**src/rtl/btisa_fetch_unit.sv**
```systemverilog
// Instruction fetch stage for the balanced-ternary CPU: binary PC, single
// outstanding instruction-memory request, small instruction FIFO towards decode.

package btisa_pkg;
   typedef logic [1:0] trit_t;
   localparam trit_t T_ZERO = 2'b00;
   localparam trit_t T_POS  = 2'b01;
   localparam trit_t T_NEG  = 2'b10;
   typedef trit_t [8:0] instr_t;
endpackage

module btisa_fetch_unit
   import btisa_pkg::*;
#(
   parameter int                 ADDR_W     = 8,
   parameter int                 FIFO_DEPTH = 2,
   parameter logic [ADDR_W-1:0]  RESET_PC   = '0
) (
   input  logic                          clk,
   input  logic                          rst,
   output logic                          imem_req_valid,
   input  logic                          imem_req_ready,
   output logic [ADDR_W-1:0]             imem_addr,
   input  logic                          imem_rsp_valid,
   input  instr_t                        imem_rsp_data,
   output logic                          if_valid,
   input  logic                          if_ready,
   output instr_t                        if_instr,
   output logic [ADDR_W-1:0]             if_pc,
   input  logic                          redirect,
   input  logic [ADDR_W-1:0]             redirect_pc,
   input  logic                          halt,
   output logic                          halted,
   output logic [$clog2(FIFO_DEPTH):0]   fifo_count
);

   localparam int PTR_W = $clog2(FIFO_DEPTH);
   localparam int CNT_W = PTR_W + 1;

   localparam logic [1:0] ST_IDLE   = 2'd0;
   localparam logic [1:0] ST_WAIT   = 2'd1;
   localparam logic [1:0] ST_HALTED = 2'd2;

   logic [1:0]        state_q, state_d;
   logic [ADDR_W-1:0] pc_q, pc_d;
   logic [ADDR_W-1:0] req_pc_q, req_pc_d;
   logic              drop_q, drop_d;
   logic [PTR_W-1:0]  wr_ptr_q, wr_ptr_d;
   logic [PTR_W-1:0]  rd_ptr_q, rd_ptr_d;
   logic [CNT_W-1:0]  count_q, count_d;

   instr_t            instr_mem_q [FIFO_DEPTH];
   logic [ADDR_W-1:0] pc_mem_q    [FIFO_DEPTH];

   logic outstanding;
   logic flush;
   logic accept;
   logic push;
   logic pop;

   // A response is still owed either in WAIT or after a halt that left one in flight.
   assign outstanding = (state_q == ST_WAIT) || ((state_q == ST_HALTED) && drop_q);
   assign flush       = halt || (redirect && (state_q != ST_HALTED));

   assign imem_req_valid = !rst && (state_q == ST_IDLE) && !redirect && !halt &&
                           (count_q < CNT_W'(FIFO_DEPTH));
   assign imem_addr      = pc_q;
   assign accept         = imem_req_valid && imem_req_ready;

   assign push = !flush && (state_q == ST_WAIT) && imem_rsp_valid && !drop_q;
   assign pop  = !flush && if_valid && if_ready;

   assign if_valid   = (count_q != '0);
   assign if_instr   = if_valid ? instr_mem_q[rd_ptr_q] : '0;
   assign if_pc      = if_valid ? pc_mem_q[rd_ptr_q]    : '0;
   assign halted     = (state_q == ST_HALTED);
   assign fifo_count = count_q;

   always_comb begin
      // NOTE: every next-state signal gets a default first so no path infers a latch.
      state_d  = state_q;
      pc_d     = pc_q;
      req_pc_d = req_pc_q;
      drop_d   = drop_q;
      wr_ptr_d = wr_ptr_q;
      rd_ptr_d = rd_ptr_q;
      count_d  = count_q;

      if (flush) begin
         wr_ptr_d = '0;
         rd_ptr_d = '0;
         count_d  = '0;
         drop_d   = outstanding && !imem_rsp_valid;
         if (halt) begin
            state_d = ST_HALTED;
         end else begin
            pc_d    = redirect_pc;
            state_d = drop_d ? ST_WAIT : ST_IDLE;
         end
      end else begin
         case (state_q)
            ST_IDLE: begin
               if (accept) begin
                  pc_d     = pc_q + ADDR_W'(1);
                  req_pc_d = pc_q;
                  state_d  = ST_WAIT;
               end
            end
            ST_WAIT: begin
               if (imem_rsp_valid) begin
                  drop_d  = 1'b0;
                  state_d = ST_IDLE;
               end
            end
            ST_HALTED: begin
               if (imem_rsp_valid) begin
                  drop_d = 1'b0;
               end
            end
            default: state_d = ST_IDLE;
         endcase

         if (push) begin
            wr_ptr_d = wr_ptr_q + PTR_W'(1);
         end
         if (pop) begin
            rd_ptr_d = rd_ptr_q + PTR_W'(1);
         end
         case ({push, pop})
            2'b10:   count_d = count_q + CNT_W'(1);
            2'b01:   count_d = count_q - CNT_W'(1);
            default: count_d = count_q;
         endcase
      end
   end

   // NOTE: state registers use non-blocking assignments so every flop samples pre-edge values.
   always_ff @(posedge clk) begin
      if (rst) begin
         state_q  <= ST_IDLE;
         pc_q     <= RESET_PC;
         req_pc_q <= RESET_PC;
         drop_q   <= 1'b0;
         wr_ptr_q <= '0;
         rd_ptr_q <= '0;
         count_q  <= '0;
      end else begin
         state_q  <= state_d;
         pc_q     <= pc_d;
         req_pc_q <= req_pc_d;
         drop_q   <= drop_d;
         wr_ptr_q <= wr_ptr_d;
         rd_ptr_q <= rd_ptr_d;
         count_q  <= count_d;
      end
   end

   // NOTE: the storage array is not reset; the head is masked while empty, so stale words never escape.
   always_ff @(posedge clk) begin
      if (push) begin
         instr_mem_q[wr_ptr_q] <= imem_rsp_data;
         pc_mem_q[wr_ptr_q]    <= req_pc_q;
      end
   end

`ifndef SYNTHESIS
   rsp_without_request: assert property (@(posedge clk) disable iff (rst)
      imem_rsp_valid |-> outstanding)
      else $error("imem response with no outstanding request");
`endif

endmodule

```
**config.mk**
```make
export PLATFORM = sky130hd
export DESIGN_NAME = btisa_fetch_unit
export DESIGN_NICKNAME = d
export VERILOG_FILES = /design/src/rtl/btisa_fetch_unit.sv
export SDC_FILE = /design/constraint.sdc
export NUM_CORES = 1
export LEC_CHECK = 0
export CORE_UTILIZATION = 40
export CTS_BUF_LIST = sky130_fd_sc_hd__clkbuf_8
export CTS_CLUSTER_DIAMETER = 120
export DETAILED_ROUTE_END_ITERATION = 7
export PLACE_DENSITY = 0.66
export SYNTH_ARGS = -nofsm -noshare
export SYNTH_HDL_FRONTEND = slang
export SYNTH_SLANG_ARGS = --single-unit
```
**constraint.sdc**
```tcl
create_clock -name clk -period 7.64 [get_ports clk]
set_input_delay 0.764 -clock clk [delete_from_list [all_inputs] [get_ports clk]]
set_output_delay 0.764 -clock clk [all_outputs]
set_load 0.01 [all_outputs]
```
==> results of run 1 <==
[final timing paths]
check                                               from                      endpoint  slack [ps]  cells after the start
worst min-delay path            req_pc_q[2]$_SDFFE_PP0P_      pc_mem_q[0][2]$_DFFE_PP_         460                      0
worst max-delay path                                 rst                imem_req_valid        3790                      4
worst min register to register  req_pc_q[2]$_SDFFE_PP0P_      pc_mem_q[0][2]$_DFFE_PP_         460                      0
worst max register to register   state_q[1]$_SDFFE_PP0P_  instr_mem_q[0][10]$_DFFE_PP_        5150                      6
[critical path, stage by stage]
cell	delay, ps
sky130_fd_sc_hd__clkdlybuf4s50_1	900
sky130_fd_sc_hd__or4b_4	760
sky130_fd_sc_hd__nor2_1	110
sky130_fd_sc_hd__clkdlybuf4s50_1	540
[routing by layer]
metal / vias to the layer above / track usage [%] / wire (um)
met4: 0 / 7.03 / 60
met1: 1060 / 21.3 / 2970
met3: 5 / 4.15 / 254
met5: - / 0 / 0
met2: 59 / 24.7 / 3040
li1: 1122 / - / -
[kinds of logic (layout without fill, tap and decap cells)]
kind of cell / count (synthesis) / in the layout
simple gates: 98 / 98
flops: 76 / 76
compound gates: 36 / 36
mux: 28 / 28
buf+inv: 20 / 97
fa+ha+maj: 5 / 5
xor+xnor: 5 / 5
[flip-flops by register name, summed over array words and instances (netlist names), named ones only]
register,count
state_q,2
wr_ptr_q,1
instr_mem_q,36
drop_q,1
req_pc_q,8
fifo_count,2
imem_addr,8
rd_ptr_q,1
pc_mem_q,16
[area by class of cell]
class | count | area (sq um) | share of cell area [%]
Clock buffer | 9 | 124 | 2.90
Clock inverter | 7 | 115 | 2.69
Inverter | 7 | 26.3 | 0.614
Multi-Input combinational cell | 172 | 1110 | 25.9
Sequential cell | 76 | 2040 | 47.8
Tap cell | 102 | 128 | 2.98
Timing Repair Buffer | 74 | 733 | 17.1
[synthesized netlist by cell type (3+ instances only)]
library cell / number
sky130_fd_sc_hd__nand3_1: 6
sky130_fd_sc_hd__nand2_1: 23
sky130_fd_sc_hd__dfxtp_1: 24
sky130_fd_sc_hd__nor3_1: 11
sky130_fd_sc_hd__ha_1: 5
sky130_fd_sc_hd__nor2_1: 36
sky130_fd_sc_hd__a21oi_1: 16
sky130_fd_sc_hd__nand2b_1: 4
sky130_fd_sc_hd__mux2i_1: 28
sky130_fd_sc_hd__clkbuf_1: 12
sky130_fd_sc_hd__xnor2_1: 3
sky130_fd_sc_hd__edfxtp_1: 52
sky130_fd_sc_hd__nor2b_1: 5
sky130_fd_sc_hd__o21ai_0: 3
sky130_fd_sc_hd__inv_1: 7
[per-stage QoR]
step	util [%]	std cells
6_report	55.1	447
5_1_grt	55.1	447
4_1_cts	55.1	447
3_5_place_dp	52.0	431
3_3_place_gp	52.0	431
2_1_floorplan	-	268
[power groups by stage]
stage	clock (W)	combinational (W)	sequential [W]
after floorplan	0	0.0000280	0.000458
after global placement	0	0.0000585	0.000458
after detailed placement	0	0.0000595	0.000459
after CTS	0.000368	0.0000598	0.000449
after global routing	0.000386	0.0000654	0.000450
final	0.000360	0.0000595	0.000449
[cell usage in the layout, fill, tap and decap left out, drive strengths merged, types with 6 or more instances in the layout]
| cell | instances |
|---|---|
| nor3 | 11 |
| mux2i | 28 |
| inv | 9 |
| nand2 | 23 |
| nor2 | 37 |
| edfxtp | 52 |
| clkdlybuf4s50 | 71 |
| nand3 | 6 |
| clkbuf | 9 |
| dfxtp | 24 |
| a21oi | 16 |
==> flow_metrics.env, run 1 <==
export IMPL_synth_seq_cells=76
export IMPL_route_detailed_vias_per_inst=5.02
export IMPL_antenna_found_initial=0
export IMPL_synth_area_sq_um=3230
export IMPL_fin_crit_ps=3850
export IMPL_post_route_worst_setup_slack_ps=3790
export IMPL_cts_root_buf="sky130_fd_sc_hd__clkbuf_8"
export IMPL_fp_coreArea_sq_um=7770
export IMPL_global_route_overflow_total=0
export IMPL_placement_cell_area_sq_um=4040
export IMPL_cts_reportedPaths_clkPinSlew_ps=80
export IMPL_run_status="completed"
export IMPL_detail_route_wirelength_um=6320
export IMPL_synth_top_area_share_pct=48.4
export IMPL_drtIter0Drc=116
export IMPL_sequential_element_share_of_the_synthesized_area_pct=63.3
export IMPL_p_clk_share_pct=41.5
export IMPL_timing_max_cap_violations=0
export IMPL_synthXorXnorAreaFrac_pct=1.36
export IMPL_synth_simple_area_share_pct=14.7
export IMPL_cts_tree="yes"
export IMPL_fin_hold_ws_ps=459
export IMPL_final_antenna_net_count=0
export IMPL_avgSynthCellArea_sq_um=12.0
export IMPL_timing_setup_critical_path_class="input pin to output port"
export IMPL_finalSetupViolCount=0
export IMPL_clock_sinks=76
export IMPL_die_area_sq_um=8430
export IMPL_grt_use_total_pct=16.0
export IMPL_power_share_switching_pct=20.5
export IMPL_synth_edf_count=52
export IMPL_placement_rows=32
export IMPL_yosysTopAreaCell="sky130_fd_sc_hd__edfxtp_1"
export IMPL_die_h_um=91.8
export IMPL_max_clock_freq_ghz=0.259
export IMPL_worst_endpoint_required_ps=6880
export IMPL_numPortBuffers=71
export IMPL_vias=2246
export IMPL_hold_violations=0
export IMPL_syn_instance_count=268
export IMPL_worstPathArrival_ps=3090
export IMPL_finish_instance_area_sq_um=4280
export IMPL_power_report_internal_total_w=0.000691
export IMPL_leakage_nw=1.37
export IMPL_muxShareOfSynthArea_pct=8.68
export IMPL_post_place_ws_ps=3770
export IMPL_cts_hold_buffers_added=0
export IMPL_syn_num_nets=306
export IMPL_count_of_cells_resized_by_post_cts_repair=0
export IMPL_postcts_setup_bufs=0
export IMPL_dp_hpwl_um=4130
export IMPL_drt_drc_violations_left=0
export IMPL_detail_route_first_pass_iterations=5
export IMPL_vias_in_the_first_global_route=2087
export IMPL_clock_skew_ps=6.98
export IMPL_yosys_cell_types_count=41
export IMPL_p_switching_w=0.000178
export IMPL_p_seq_share_pct=51.7
export IMPL_routedWlPerCell_um=14.1
export IMPL_place_congestion=0.833
export IMPL_num_io_pins=72
export IMPL_crit_path_max_fanout=26
export IMPL_antenna_cells=0
export IMPL_grt_pass1_wl_um=10300
export IMPL_timing_critical_path_from_type="input pin"
export IMPL_synth_compound_area_share_pct=7.56
export IMPL_final_layout_size_suffix_gt1_share_pct=7.83
export IMPL_synthFlopType="sky130_fd_sc_hd__edfxtp_1"
export IMPL_rsz0062_at_grt="false"
export IMPL_start_util_pct=41.6
export IMPL_min_path_type="register to register"
export IMPL_synth_async_reset_ratio_pct=0
export IMPL_syn_to_final_growth_pct=32.5
export IMPL_floorplan_die_width_um=91.8
export IMPL_power_share_combinational_pct=6.9
export IMPL_synth_top_family_by_area="simple AND/OR/NAND/NOR gates"
export IMPL_period_utilisation_layout_pct=50.4
export IMPL_slew_viol_final=0
export IMPL_critical_path_endpoint_type="output port"
export IMPL_totalPowerFinal_w=0.000869
export IMPL_cts_htree_levels=3
export IMPL_pwr_density_cell_nw_per_um2=203
export IMPL_relSlewSlack_pct=34.7
export IMPL_grt_max_degree=28
export IMPL_worst_pin_slew_ps=976
export IMPL_synth_fa_ha_area_share_pct=1.94
export IMPL_synthesis_yosys_warnings=0
export IMPL_tritoncts_num_buffers=9
export IMPL_num_fill_cells=690
export IMPL_finish_net_count=378
export IMPL_clockBufferDepth=2
export IMPL_synth_top_cells_by_area="sky130_fd_sc_hd__edfxtp_1 48%, sky130_fd_sc_hd__dfxtp_1 15%, sky130_fd_sc_hd__mux2i_1 8.7%, sky130_fd_sc_hd__nor2_1 4.2%, sky130_fd_sc_hd__nand2_1 2.7%"
export IMPL_clock_latency_ps=340
export IMPL_totalNegativeSetupSlack_ps=0
export IMPL_vdd_drop_max_v=0.000108
(Power assumes the default switching activity.)
==> run 2, diff against run 1 <==
Clock period 7.64 ns to 3.85 ns, I/O delays scaled along.
==> flow_metrics.env, run 2 (same netlist as run 1, synthesis figures left out) <==
export IMPL_run_status="completed"
export IMPL_critical_path_endpoint_type="output port"
export IMPL_route_detailed_vias_per_inst=5.15
export IMPL_cts_tree="yes"
export IMPL_max_clock_freq_ghz=0.345
export IMPL_critical_path_top_delay_family="buffers and inverters"
export IMPL_totalNegativeSetupSlack_ps=0
export IMPL_global_route_overflow_total=0
export IMPL_fp_coreArea_sq_um=7770
export IMPL_grt_use_total_pct=15.8
export IMPL_drt_drc_violations_left=0
export IMPL_num_io_pins=72
export IMPL_multi_input_area_sq_um=1110
export IMPL_routedWlPerCell_um=14.0
export IMPL_mostFrequentLayoutCell="sky130_fd_sc_hd__clkdlybuf4s50_1"
export IMPL_fin_hold_ws_ps=461
export IMPL_worstPathArrival_ps=2510
export IMPL_cts_root_buf="sky130_fd_sc_hd__clkbuf_8"
export IMPL_fin_crit_ps=2900
export IMPL_count_of_cells_resized_by_post_cts_repair=0
export IMPL_floorplan_die_width_um=91.8
export IMPL_power_share_switching_pct=21.1
export IMPL_clockBufferDepth=2
export IMPL_final_antenna_net_count=0
export IMPL_vias=2309
export IMPL_power_report_internal_total_w=0.00130
export IMPL_vdd_drop_max_v=0.000196
export IMPL_clock_latency_ps=340
export IMPL_timing_critical_path_from_type="input pin"
export IMPL_drtIter0Drc=91
export IMPL_cell_with_the_largest_stage_delay_on_the_worst_path="sky130_fd_sc_hd__clkdlybuf4s50_1"
export IMPL_hold_violations=0
export IMPL_tritoncts_num_buffers=9
export IMPL_pwr_density_cell_nw_per_um2=388
export IMPL_grt_pass1_wl_um=10200
export IMPL_postcts_setup_bufs=0
export IMPL_totalPowerFinal_w=0.00165
export IMPL_timing_max_cap_violations=0
export IMPL_worstPathBufferInverterCount=2
export IMPL_critPathMostFrequentCell="sky130_fd_sc_hd__clkdlybuf4s50_1"
export IMPL_p_clk_share_pct=38.9
export IMPL_regArea_sq_um=2040
export IMPL_finalSetupViolCount=0
export IMPL_die_h_um=91.8
export IMPL_antenna_found_initial=0
export IMPL_worst_endpoint_required_ps=3460
export IMPL_clock_sinks=76
export IMPL_rsz0062_at_grt="false"
export IMPL_vias_in_the_first_global_route=2145
export IMPL_final_cell_mix="71 x sky130_fd_sc_hd__clkdlybuf4s50_1, 52 x sky130_fd_sc_hd__edfxtp_1, 34 x sky130_fd_sc_hd__nor2_1"
export IMPL_leakage_nw=1.37
export IMPL_final_layout_size_suffix_gt1_share_pct=8.38
export IMPL_numPortBuffers=71
export IMPL_placement_rows=32
export IMPL_cts_htree_levels=3
export IMPL_cts_reportedPaths_clkPinSlew_ps=80
export IMPL_detail_route_wirelength_um=6290
export IMPL_crit_path_max_fanout=19
export IMPL_dp_hpwl_um=4130
export IMPL_finish_instance_area_sq_um=4260
export IMPL_worst_pin_slew_ps=816
export IMPL_detail_route_first_pass_iterations=4
export IMPL_reg_top3="instr_mem_q x36, pc_mem_q x16"
export IMPL_grt_max_degree=28
export IMPL_min_path_type="register to register"
export IMPL_finish_net_count=379
export IMPL_slowest_delay_ps=750
export IMPL_largest_register_ff_count=36
export IMPL_start_util_pct=41.6
export IMPL_ordered_list_of_cells_on_the_worst_path="clkdlybuf4s50_1 -> or4b_4 -> nor2_1 -> clkdlybuf4s50_1"
export IMPL_p_switching_w=0.000350
export IMPL_die_area_sq_um=8430
export IMPL_place_congestion=0.874
export IMPL_period_utilisation_layout_pct=75.2
export IMPL_syn_to_final_growth_pct=32.0
export IMPL_p_seq_share_pct=53.9
export IMPL_timing_setup_critical_path_class="input pin to output port"
export IMPL_num_fill_cells=673
export IMPL_power_share_combinational_pct=7.2
export IMPL_cts_hold_buffers_added=0
export IMPL_top_register="instr_mem_q"
export IMPL_clock_skew_ps=8.78
export IMPL_relSlewSlack_pct=45.6
export IMPL_slew_viol_final=0
export IMPL_placement_cell_area_sq_um=4050
export IMPL_antenna_cells=0
==> run 2: changes by cell type in the layout (fill, tap and decap cells not counted) <==
cell,change
sky130_fd_sc_hd__clkinv_2,+2
sky130_fd_sc_hd__clkinv_4,+1
sky130_fd_sc_hd__buf_4,+1
sky130_fd_sc_hd__inv_1,-1
sky130_fd_sc_hd__inv_6,-1
sky130_fd_sc_hd__bufinv_16,-1
==> run 2: power by group through the flow <==
stage | sequential (W) | combinational (W) | clock, W
floorplan | 0.000909 | 0.0000555 | 0
global placement | 0.000909 | 0.000117 | 0
detailed placement | 0.000910 | 0.000120 | 0
CTS | 0.000891 | 0.000120 | 0.000657
global route | 0.000893 | 0.000131 | 0.000694
finish | 0.000891 | 0.000120 | 0.000644
==> run 2: worst reg2reg max path: stages (launching register included) <==
cell and delay (ps):
sky130_fd_sc_hd__dfxtp_1 360, sky130_fd_sc_hd__inv_1 70, sky130_fd_sc_hd__ha_1 260, sky130_fd_sc_hd__nand2b_1 350, sky130_fd_sc_hd__nand2b_1 460, sky130_fd_sc_hd__nor2_1 110
sky130_fd_sc_hd__ha_1 340, sky130_fd_sc_hd__nor2_1 130, sky130_fd_sc_hd__xnor2_1 130, sky130_fd_sc_hd__nor3_1 60
==> run 2: routing by layer <==
metal / GRT usage, % / wire (um) / up-vias
met4: 6.51 / 73 / 0
li1: - / - / 1119
met5: 0 / 0 / -
met2: 24.1 / 2930 / 87
met3: 4.89 / 417 / 7
met1: 20.8 / 2870 / 1096
==> run 2: layout make-up <==
cell class	count	area share, %
tap	102	2.99
sequential	76	47.9
timing repair buffer	75	17.4
clock inverter	7	2.14
clock buffer	9	2.91
multi-input combinational	172	26.0
inverter	7	0.617
==> run 2: final timing paths <==
path / to / from / slack (ps) / depth (start not counted)
max: imem_req_valid / halt / 950 / 4
min: pc_mem_q[1][5]$_DFFE_PP_ / req_pc_q[5]$_SDFFE_PP0P_ / 460 / 0
max reg2reg: fifo_count[1]$_SDFFE_PP0P_ / state_q[0]$_SDFFE_PP0P_ / 1450 / 9
min reg2reg: pc_mem_q[1][5]$_DFFE_PP_ / req_pc_q[5]$_SDFFE_PP0P_ / 460 / 0
==> run 2: metrics by stage <==
step / utilization [%] / std cells / setup slack, ps
5_1_grt: 54.9 / 448 / 855
2_1_floorplan: - / 268 / 1060
6_report: 54.9 / 448 / 955
3_3_place_gp: 52.1 / 432 / 977
3_5_place_dp: 52.1 / 432 / 958
4_1_cts: 54.9 / 448 / 954
